`src/rtl/mem_bist_initiator.sv`:
```
// Self-driven write/readback test of the small switch-addressed register-file memory.
// Fills every word with seed+address, reads it back and reports pass, mismatch count and first failing address.
module mem_bist_initiator #(
  parameter int NWORDS = 4,
  parameter int ADDR_W = 2,
  parameter int DATA_W = 4
) (
  input  logic              clk_2,
  input  logic              reset,
  input  logic              start,
  input  logic [DATA_W-1:0] seed,
  output logic              mem_we,
  output logic [ADDR_W-1:0] mem_addr,
  output logic [DATA_W-1:0] mem_wdata,
  input  logic [DATA_W-1:0] mem_rdata,
  output logic              busy,
  output logic              done,
  output logic              pass,
  output logic [ADDR_W:0]   err_count,
  output logic [ADDR_W-1:0] fail_addr
);

  typedef enum logic [2:0] {
    IDLE,
    WRITE,
    READ,
    CHECK,
    DONE
  } state_t;

  localparam logic [ADDR_W-1:0] LAST_ADDR = ADDR_W'(NWORDS - 1);
  localparam logic [ADDR_W:0]   MAX_ERR   = (ADDR_W + 1)'(NWORDS);

  state_t            state;
  logic [DATA_W-1:0] seed_cap;
  logic [ADDR_W-1:0] next_addr;
  logic [ADDR_W-1:0] cmp_addr;
  logic [DATA_W-1:0] exp_data;
  logic              cmp_en;
  logic              mismatch;

  // Read data lags the address by one cycle, so READ compares the previous word and CHECK picks up the last one.
  always_comb begin
    next_addr = mem_addr + ADDR_W'(1);
    cmp_addr  = (state == CHECK) ? mem_addr : mem_addr - ADDR_W'(1);
    exp_data  = seed_cap + DATA_W'(cmp_addr);
    cmp_en    = ((state == READ) && (mem_addr != '0)) || (state == CHECK);
    mismatch  = cmp_en && (mem_rdata != exp_data);
  end

  always_ff @(posedge clk_2 or negedge reset) begin
    if (!reset) begin
      state     <= IDLE;
      seed_cap  <= '0;
      mem_we    <= 1'b0;
      mem_addr  <= '0;
      mem_wdata <= '0;
      busy      <= 1'b0;
      done      <= 1'b0;
      pass      <= 1'b0;
      err_count <= '0;
      fail_addr <= '0;
    end else begin
      case (state)
        IDLE, DONE: begin
          if (start) begin
            state     <= WRITE;
            seed_cap  <= seed;
            mem_we    <= 1'b1;
            mem_addr  <= '0;
            mem_wdata <= seed;
            busy      <= 1'b1;
            done      <= 1'b0;
            pass      <= 1'b0;
            err_count <= '0;
            fail_addr <= '0;
          end
        end
        WRITE: begin
          if (mem_addr == LAST_ADDR) begin
            state     <= READ;
            mem_we    <= 1'b0;
            mem_addr  <= '0;
            mem_wdata <= '0;
          end else begin
            mem_addr  <= next_addr;
            mem_wdata <= seed_cap + DATA_W'(next_addr);
          end
        end
        READ: begin
          if (mem_addr == LAST_ADDR) begin
            state <= CHECK;
          end else begin
            mem_addr <= next_addr;
          end
        end
        CHECK: begin
          state <= DONE;
          busy  <= 1'b0;
          done  <= 1'b1;
          pass  <= (err_count == '0) && !mismatch;
        end
        default: begin
          state <= IDLE;
        end
      endcase

      // Only the first failing word of a sweep is recorded; the count saturates at the word count.
      if (mismatch) begin
        if (err_count != MAX_ERR) begin
          err_count <= err_count + (ADDR_W + 1)'(1);
        end
        if (err_count == '0) begin
          fail_addr <= cmp_addr;
        end
      end
    end
  end

endmodule

```
`config.mk`:
```
export PLATFORM = sky130hd
export DESIGN_NAME = mem_bist_initiator
export DESIGN_NICKNAME = d
export VERILOG_FILES = /design/src/rtl/mem_bist_initiator.sv
export SDC_FILE = /design/constraint.sdc
export NUM_CORES = 1
export LEC_CHECK = 0
export CAP_MARGIN = 20
export CORE_ASPECT_RATIO = 1.2
export CORE_MARGIN = 2
export CORE_UTILIZATION = 32
export CTS_CLUSTER_SIZE = 24
export DETAILED_ROUTE_END_ITERATION = 16
export SYNTH_ARGS = -nofsm -noshare
export SYNTH_HDL_FRONTEND = slang
export SYNTH_SLANG_ARGS = --single-unit
```
`constraint.sdc`:
```
create_clock -name clk_2 -period 3.7 [get_ports clk_2]
set_input_delay 0.74 -clock clk_2 [delete_from_list [all_inputs] [get_ports clk_2]]
set_output_delay 0.74 -clock clk_2 [all_outputs]
set_load 0.01 [all_outputs]
```
Word-level counts from Yosys, hierarchy flattened:

Index checks and enable logic that the tools add are counted.
Widths: inputs -> output; s select.

* add/subtract/negate cells: 5
* equality and inequality tests: 11
* multiplexer cells: 27
* reduce and logical (&&, ||, !) cells: 18

Operators with widths (number)
* $mux 3: 7
* $mux 2: 8
* $pmux 3 s4: 1
* $reduce_and 3->1: 3
* $add 4x2->4: 2
* $mux 4: 2
* $pmux 1 s2: 4
* $pmux 4 s2: 1
* $eq 3x2->1 const B: 2
* $logic_not 3->1: 2
* $ne 2x2->1 const B: 3
* $pmux 2 s3: 1
* $reduce_and 2->1: 3
* $reduce_bool 2->1: 3
* $ne 4x4->1: 1
* $add 3x1->3 const B: 1
* $eq 3x1->1 const B: 1
* $eq 3x3->1 const B: 1
* $logic_and 1x1->1: 3
* $mux 1: 3
* $ne 3x3->1 const B: 1
* $reduce_bool 3->1: 1
* $add 2x1->2 const B: 1
* $eq 2x2->1 const B: 1
* 5 further kinds: 5

* register bits after elaboration: 22
* output and inout bits: 15
* logic and storage cells: 71

Logic depth before layout (Yosys ltp):

Gate-level depths: netlist (run 1).

* depth after elaboration: 8
* gate-level depth with buffers: 12

Worst setup path after synthesis (run 1):

OpenSTA, ideal clock, no wires.

* path kind: register -> register
* from: register state[2]
* to: register fail_addr[0]
* library setup time: 0.125 ns
* arrival: 2.690 ns
* required time: 3.575 ns
* setup slack: 0.885 ns
* stages on the path, launching flop included: 12
* path buffers: 1
* period minus slack after synthesis: 2.815 ns
* cell sequence: dfrtp_1 -> nand2b_4 -> or2_1 -> buf_6 -> xnor2_1 -> ha_1 -> fa_1 -> xnor3_1 -> nand3_2 -> o31a_4 -> nand3b_4 -> mux2_4

* longest elaborated chain between the ends: 6

RTL lines
* from (decl): line 34 `state_t state;`
* from (signal assigned): line 53 `state <= IDLE;`
* from (signal assigned): line 67 `state <= WRITE;`
* from (signal assigned): line 81 `state <= READ;`
* $eq 3x2->1: line 45, 47
* $mux 2: line 45 `cmp_addr = (state == CHECK) ? mem_addr : mem_addr - ADDR_W'(1);`
* $add 4x2->4: line 46 `exp_data = seed_cap + DATA_W'(cmp_addr);`
* $ne 4x4->1: line 48 `mismatch = cmp_en && (mem_rdata != exp_data);`
* $logic_and 1x1->1: line 48
* $mux 2 *: line 109 `if (mismatch) begin`
* to (signal assigned): line 114 `fail_addr <= cmp_addr;`
* to (decl): line 20 `output logic [ADDR_W-1:0] fail_addr`

Every way passes the cells marked *; elsewhere a longest branch is shown, timed or not.
A chain may end at the register's enable or synchronous reset.

Worst setup path in the final report (run 1):

* from: register state[1]
* to: register fail_addr[0]

Same word-level chain as after synthesis.

==> impl_metrics.ini, run 1 <==
[layout]
diodes = 0
finalInstanceArea_mm2 = 0.001768
drive_above_1_share_pct = 13.21
area_growth_pct = 27.30
nNetsFinal = 181
stdcell_count = 215

[placed_design]
dpl.cell_count = 210
placed_cell_area_mm2 = 0.001682
dp_hpwl_um = 2267
place.gp.congestion = 0.9280
portBuffers = 25

[yosys]
avgSynthCellArea_um2 = 10.52
synth_warnings = 0
synth-edff-count = 0
yosys_most_used_dff = dfrtp_1
yosys-top-cells-count = dfrtp_1, nand2_1, a21oi_1, ha_1, inv_1
seq_area_frac_synth_pct = 39.64
yosysTopAreaCell = dfrtp_1
yosysMostFrequentCell = dfrtp_1
synth_seq_cells = 22
synth.cell_area_mm2 = 0.001389
synth_top_cell_area_share_pct = 39.64
ys_types = 43
netlist_instances = 132
synthTopCellsByArea = dfrtp_1, ha_1, mux2_2
async_reset_ff_share_pct = 100.0
syn_nets = 153

[flow_run]
cap_violations = 0

[worst_setup_path]
crit_arrival_ns = 3.22
cp-end-kind = flip-flop
critPathKind = reg2reg
worst_ep_required_time_ns = 3.86
cp_max_fo = 10
setup.worst_path.start_class = flip-flop

[global_route]
grt_pass1_vias = 1116
antenna_found_initial = 0
overflow = 0
grt_first_pass_wirelength_um = 5168
track_usage_pct = 13.04
grt_max_degree = 23

[clock_tree]
htreeDepth = 1
cts_resized = 0
ctsHoldBuffers = 0
clk_pin_slew_worst_paths_ns = 0.08
clock_path_buffers = 2
tritoncts = built
root_buffer = clkbuf_8
cts_buffers = 3
post_cts_buffers = 0
clk_latency_ns = 0.27
clock_sinks = 22

[floorplan]
rows = 26
die_h_um = 76.17
start_util_pct = 32.84
io_pins = 26
core_mm2 = 0.004229
dieArea_mm2 = 0.004885
fp.dieW_um = 64.14

[timing]
finalCritPeriodShare_pct = 82.81
setup_violations = 0
tightestPinTransition_ns = 0.3891
clock-skew-final_ns = 0.003568
fmax_mhz = 326.4
hold_viol = 0
period_needed_ns = 3.064
tns_ns = 0
rsz0062_at_grt = false
relSlewSlack_pct = 73.98
slew_viol_final = 0

[route]
drc = 0
detail-route-antenna-nets = 0
vias = 1054
dr.pass1.iters = 4
avgViaCountPerCell = 4.902
first_iter_violations = 23
routed_wl_um = 2939
wire_per_inst_um = 13.67

[min_path]
hold_path_class = reg2reg

[power_and_ir_drop]
ir_drop_mv = 0.5169
p_total_w = 0.001607
power.density_mw_per_mm2 = 909.1
p_leak_nw = 0.7986

[run_status]
status = finished, final reports clean
## per-layer routing
layer  global-route usage [%]  vias to the layer above  part of all wire, %
met4                    3.404                        0                  1.1
met3                    2.068                        5                  3.6
met2                    22.08                       22                   50
li1                         -                      516                    -
met1                    17.20                      511                   45
met5                        0                        -                    0
## cell usage in the layout, fill, tap and decap left out, drive strengths merged, types with 2 or more instances in the layout
| cell type | n |
|---|---|
| nand2b | 2 |
| mux2 | 7 |
| a31o | 2 |
| nor2b | 2 |
| nand3b | 2 |
| a21oi | 8 |
| o21ai | 6 |
| o22ai | 3 |
| mux2i | 5 |
| dfrtp | 22 |
| nand2 | 14 |
| clkdlybuf4s50 | 25 |
| nand3 | 6 |
| inv | 9 |
| ha | 8 |
| nor2 | 6 |
| buf | 2 |
| xnor2 | 6 |
| fa | 2 |
| clkbuf | 3 |
| and2 | 2 |
## layout make-up
| class | instances | area, um2 |
|---|---|---|
| well taps | 56 | 70.07 |
| fillers | 435 | 2461 |
| clock buffers | 3 | 41.29 |
| multi-input cells | 97 | 767.0 |
| flip-flops and latches | 22 | 550.5 |
| clock inverters | 1 | 30.03 |
| repair buffers | 27 | 272.8 |
| inverters | 9 | 36.28 |
## registers in the layout (all words and copies together), names as in the netlist, 2 cells and up, named ones only
name,flops
err_count,2
seed_cap,4
state,3
mem_wdata,4
fail_addr,2
mem_addr,2
## worst max-delay path, stage by stage, from the launching register on
cell and delay [ns]:
dfrtp_1 0.56, inv_4 0.09, or2_1 0.34, xnor2_1 0.24, ha_1 0.23, fa_1 0.43, xnor2_1 0.21, nand3_2 0.13
o31a_4 0.33, nand3b_4 0.10, mux2_4 0.30
## stage by stage
step / utilization (%) / setup WS [ns] / hold slack, ns
after floorplan: - / 0.8849 / 0.4444
after global placement: 39.76 / 0.7343 / 0.4933
after detailed placement: 39.76 / 0.6572 / 0.4894
after CTS: 41.45 / 0.6426 / 0.5116
after global routing: 41.80 / 0.4273 / 0.5344
final: 41.80 / 0.6359 / 0.5049
## power by group
group / total, W / internal [W] / switching [W]
Clock: 0.000227 / 0.000145 / 0.0000823
Sequential: 0.000458 / 0.000338 / 0.000120
Combinational: 0.000922 / 0.000475 / 0.000447
## path summary, 6_finish.rpt
check                         start      endpoint  slack, ns  cells past startpoint
max                        state[1]  fail_addr[0]       0.64                     10
min                            done          done       0.50                      2
max reg2reg                state[1]  fail_addr[0]       0.64                     10
min reg2reg                    done          done       0.50                      2
max in group asynchronous     reset          pass       2.51                      2
min in group asynchronous     reset  mem_wdata[0]       0.76                      1
## cell families after synthesis
| kind of cell | Yosys count | synth area share, % |
|---|---|---|
| buf+inv | 13 | 5.135 |
| simple gates | 41 | 17.12 |
| fa+ha+maj | 10 | 10.09 |
| mux | 12 | 9.820 |
| flops | 22 | 39.64 |
| compound gates | 26 | 12.16 |
| xor+xnor | 8 | 6.036 |
Note: power is estimated with default switching activity, not from simulation.
==> run 2: changes to the inputs <==
Clock period 3.7 ns to 3.1 ns, I/O delays scaled along.
==> run 2 against run 1 <==
Net effect:
- maximum frequency rose by 3.3%
- critical path depth did not move
- die area did not move
- flip-flop and latch count did not move
- via count rose by 0.95%
- setup slack got worse by 0.50 ns
- register-to-register slack got worse by 0.50 ns
- non-clock buffer count rose by 3
==> impl_metrics.ini, run 2 (synthesized netlist as in run 1, its figures left out) <==
[route]
routed_wl_um = 2957
wire_per_inst_um = 13.56
dr.pass1.iters = 4
detail-route-antenna-nets = 0
vias = 1064
avgViaCountPerCell = 4.881
drc = 0
first_iter_violations = 27

[layout]
area_growth_pct = 28.02
diodes = 0
drive_above_1_share_pct = 16.05
fill_cells = 414
mostFrequentLayoutCells = clkdlybuf4s50_1, dfrtp_1, nand2_1, inv_1, ha_1
stdcell_count = 218
layout_commonest_cell = clkdlybuf4s50_1
largestRegisters = mem_wdata x4, seed_cap x4, state x3
nNetsFinal = 184

[global_route]
grt_first_pass_wirelength_um = 4926
track_usage_pct = 12.57
grt_max_degree = 23
grt_pass1_vias = 1094
antenna_found_initial = 0
overflow = 0

[min_path]
worstHoldStart = done
whs_path_depth = 2
hold_path_class = reg2reg
min_delay_worst_endpoint = done

[floorplan]
fp.dieW_um = 64.14
die_h_um = 76.17
rows = 26
start_util_pct = 32.84
dieArea_mm2 = 0.004885
core_mm2 = 0.004229
io_pins = 26

[worst_setup_path]
reg2regPathDepth = 10
setup.worst_path.start_class = flip-flop
r2r_start = state[2]
cp-end-kind = flip-flop
worst_ep_required_time_ns = 3.25
path_depth = 10
r2r_slack_ns = 0.13
crit_slowest_cell = fa_1
critPathKind = reg2reg
worstPathCellList = nand2b_4, or2_1, xnor2_2, ha_1, fa_1, xnor3_1, nand3_2, o31a_4, nand3b_4, mux2_4
crit_family = simple AND/OR/NAND/NOR gates
cp_slowest_stage_delay_ns = 0.40
crit_buf_inv = 0
cp_max_fo = 8
timing.rr.end = fail_addr[1]
crit_arrival_ns = 3.11

[clock_tree]
cts_buffers = 3
root_buffer = clkbuf_8
ctsHoldBuffers = 0
clk_latency_ns = 0.26
clk_pin_slew_worst_paths_ns = 0.08
clock_sinks = 22
tritoncts = built
htreeDepth = 1
clock_path_buffers = 2

[timing]
worst_slack_ns = 0.1349
fmax_mhz = 337.3
tns_ns = 0
tightestPinTransition_ns = 0.4188
finalCritPeriodShare_pct = 95.65
setup_violations = 0
relSlewSlack_pct = 72.00
rsz0062_at_grt = false
hold_viol = 0
slew_viol_final = 0
period_needed_ns = 2.965
clock-skew-final_ns = 0.003839

[placed_design]
place.gp.congestion = 0.8594
dp_hpwl_um = 2255
dpl.cell_count = 214
dp_slack_ns = 0.1494
portBuffers = 25

[power_and_ir_drop]
power.density_mw_per_mm2 = 1063
ir_drop_mv = 0.4883
p_leak_nw = 0.8114

[run_status]
status = finished, final reports clean

[flow_run]
cap_violations = 0
## run 2: layout make-up
type	instances	area (um2)	area share, %
multi-input combinational	97	778.2	43.77
sequential	22	550.5	30.96
timing repair buffer	30	287.8	16.19
tap	56	70.07	3.941
clock buffer	4	55.05	3.096
inverter	9	36.28	2.041
## run 2: worst max-delay path by stage
stage	end	startpoint	slack, ns
6_report	fail_addr[1]	state[2]	0.13
5_1_grt	fail_addr[1]	state[2]	0.01
2_1_floorplan	fail_addr[0]	state[2]	0.28
3_5_place_dp	fail_addr[0]	state[2]	0.15
4_1_cts	fail_addr[1]	state[2]	0.14
3_3_place_gp	fail_addr[0]	state[2]	0.20
## run 2: power breakdown
group          switching, W  internal [W]  leakage, nW  total, W
sequential         0.000112      0.000404        0.273  0.000515
combinational      0.000572      0.000596        0.509   0.00117
clock             0.0000940      0.000113       0.0288  0.000207
## run 2: tightest hold or removal path, stage by stage, from the launching register on
cell and delay [ns]:
dfrtp_1 0.35, nand2_1 0.05, nand2_1 0.06
## run 2: timing repair
item | in CTS | in global routing
endpoints found under the setup margin | 0 | 2
buffers inserted | 0 | 0
hold endpoints to repair | 0 | 0
gates resized for setup | 0 | 2
## run 2: metal layers
layer | vias up | GRT usage (%) | wire length (um)
li1 | 522 | - | -
met1 | 517 | 15.68 | 1317
met3 | 6 | 2.216 | 96
met5 | - | 0 | 0
met2 | 19 | 21.67 | 1493
met4 | 0 | 4.255 | 51
## run 2: stage by stage
| stage | utilization [%] | total power, W | area, um2 | hold slack (ns) |
|---|---|---|---|---|
| 6_report | 42.04 | 0.001890 | 1778 | 0.4812 |
| 4_1_cts | 41.78 | 0.001893 | 1767 | 0.4875 |
| 3_5_place_dp | 40.47 | 0.001679 | 1712 | 0.4670 |
| 5_1_grt | 42.04 | 0.002064 | 1778 | 0.5236 |
| 3_3_place_gp | 40.47 | 0.001664 | 1712 | 0.4650 |
| 2_1_floorplan | - | 0.001344 | 1389 | 0.3244 |
==> run 3: changes to the inputs <==
Settings changed: REMOVE_ABC_BUFFERS from default to 1.
==> run 3 against run 2 <==
Net effect:
- wire length is 4.2% higher
- first-iteration DRC count is 3.7% higher
- count of clock-buffer cells in the layout unchanged
- register-to-register slack better by 0.08 ns
==> impl_metrics.ini, run 3 (synthesized netlist as in run 1, its figures left out) <==
[power_and_ir_drop]
p_total_w = 0.001934
p_leak_nw = 0.8177
ir_drop_mv = 0.4508
power.density_mw_per_mm2 = 1082

[worst_setup_path]
timing.rr.end = fail_addr[0]
reg2regPathDepth = 10
startpoint = state[2]
crit_arrival_ns = 3.04
setup.worst_path.start_class = flip-flop
cp-end-kind = flip-flop
critPathKind = reg2reg
r2r_start = state[2]
cp_max_fo = 8
r2r_slack_ns = 0.21
worst_ep_required_time_ns = 3.25

[layout]
stdcell_count = 219
mostFrequentLayoutCells = clkdlybuf4s50_1, dfrtp_1, nand2_1, inv_1, ha_1
diodes = 0
drive_above_1_share_pct = 17.18
area_growth_pct = 28.74
fill_cells = 431
postLayoutCoreUtil_pct = 42.28
largestRegisters = mem_wdata x4, seed_cap x4, state x3
nNetsFinal = 185
layout_commonest_cell = clkdlybuf4s50_1

[min_path]
min_delay_worst_endpoint = busy
whs_path_depth = 2
hold_path_class = reg2reg
worstHoldStart = busy

[clock_tree]
root_buffer = clkbuf_8
clk_pin_slew_worst_paths_ns = 0.08
clock_sinks = 22
cts_buffers = 3
clk_latency_ns = 0.26
tritoncts = built
htreeDepth = 1
clock_path_buffers = 2
post_cts_buffers = 0

[global_route]
antenna_found_initial = 0
grt_pass1_vias = 1234
grt_first_pass_wirelength_um = 5444
grt_max_degree = 23
overflow = 0
track_usage_pct = 13.39

[route]
drc = 0
vias = 1108
avgViaCountPerCell = 5.059
first_iter_violations = 28
dr.pass1.iters = 4
wire_per_inst_um = 14.07
routed_wl_um = 3081
detail-route-antenna-nets = 0

[timing]
setup_violations = 0
period_needed_ns = 2.887
tns_ns = 0
relSlewSlack_pct = 70.53
finalCritPeriodShare_pct = 93.13
tightestPinTransition_ns = 0.4408
fmax_mhz = 346.4
worst_slack_ns = 0.2131
clock-skew-final_ns = 0.003160
hold_viol = 0
rsz0062_at_grt = false
slew_viol_final = 0

[placed_design]
dpl.cell_count = 215
place.gp.congestion = 0.8575
dp_slack_ns = 0.1559
dp_hpwl_um = 2317
portBuffers = 25

[flow_run]
cap_violations = 0

[floorplan]
dieArea_mm2 = 0.004885
rows = 26
start_util_pct = 32.84
io_pins = 26
fp.dieW_um = 64.14
die_h_um = 76.17
core_mm2 = 0.004229

[run_status]
status = finished, final reports clean
run 3: power breakdown:
| group | total (W) | leakage (nW) | internal (W) | switching (W) |
|---|---|---|---|---|
| Sequential | 0.000515 | 0.273 | 0.000404 | 0.000111 |
| Clock | 0.000211 | 0.0288 | 0.000113 | 0.0000974 |
| Combinational | 0.00121 | 0.516 | 0.000613 | 0.000596 |
| Total | 0.00193 | 0.818 | 0.00113 | 0.000804 |
run 3: repair_timing:
action                     4_1_cts  5_1_grt
resized for setup                0        3
hold buffers                     0        0
setup endpoints to repair        0        2
run 3: cell type report:
type / instances / area (um2) / area share, %
Multi-Input combinational cell: 97 / 780.7 / 43.67
Sequential cell: 22 / 550.5 / 30.79
Timing Repair Buffer: 31 / 295.3 / 16.52
Tap cell: 56 / 70.07 / 3.919
Clock buffer: 4 / 55.05 / 3.079
Inverter: 9 / 36.28 / 2.029
run 3: layer usage:
metal / GRT usage, % / part of all wire, %
met5: 0 / 0
met4: 2.553 / 0.88
met3: 1.773 / 2.4
met2: 24.06 / 52
met1: 17.06 / 45
run 3: worst max-delay path, stage by stage (launching register included):
cell and delay, ns:
dfrtp_1 0.40, nand2b_4 0.15, or2_4 0.28, xnor2_2 0.16, ha_1 0.22, fa_1 0.41, xnor3_1 0.32, nand3_2 0.11
o31a_4 0.33, nand3b_4 0.10, mux2_4 0.30
run 3: through the flow:
step	hold WS [ns]	area, um2
floorplan	0.3244	1354
finish	0.5022	1788
CTS	0.5112	1774
detailed placement	0.4899	1719
global placement	0.4963	1719
global route	0.5374	1788
run 3: worst max path at each step:
stage / end / slack, ns / cells after the start
finish: fail_addr[0] / 0.21 / 10
global route: fail_addr[0] / 0.12 / 10
CTS: fail_addr[0] / 0.14 / 10
detailed placement: fail_addr[0] / 0.16 / 10
global placement: fail_addr[0] / 0.26 / 10
floorplan: fail_addr[0] / 0.28 / 10
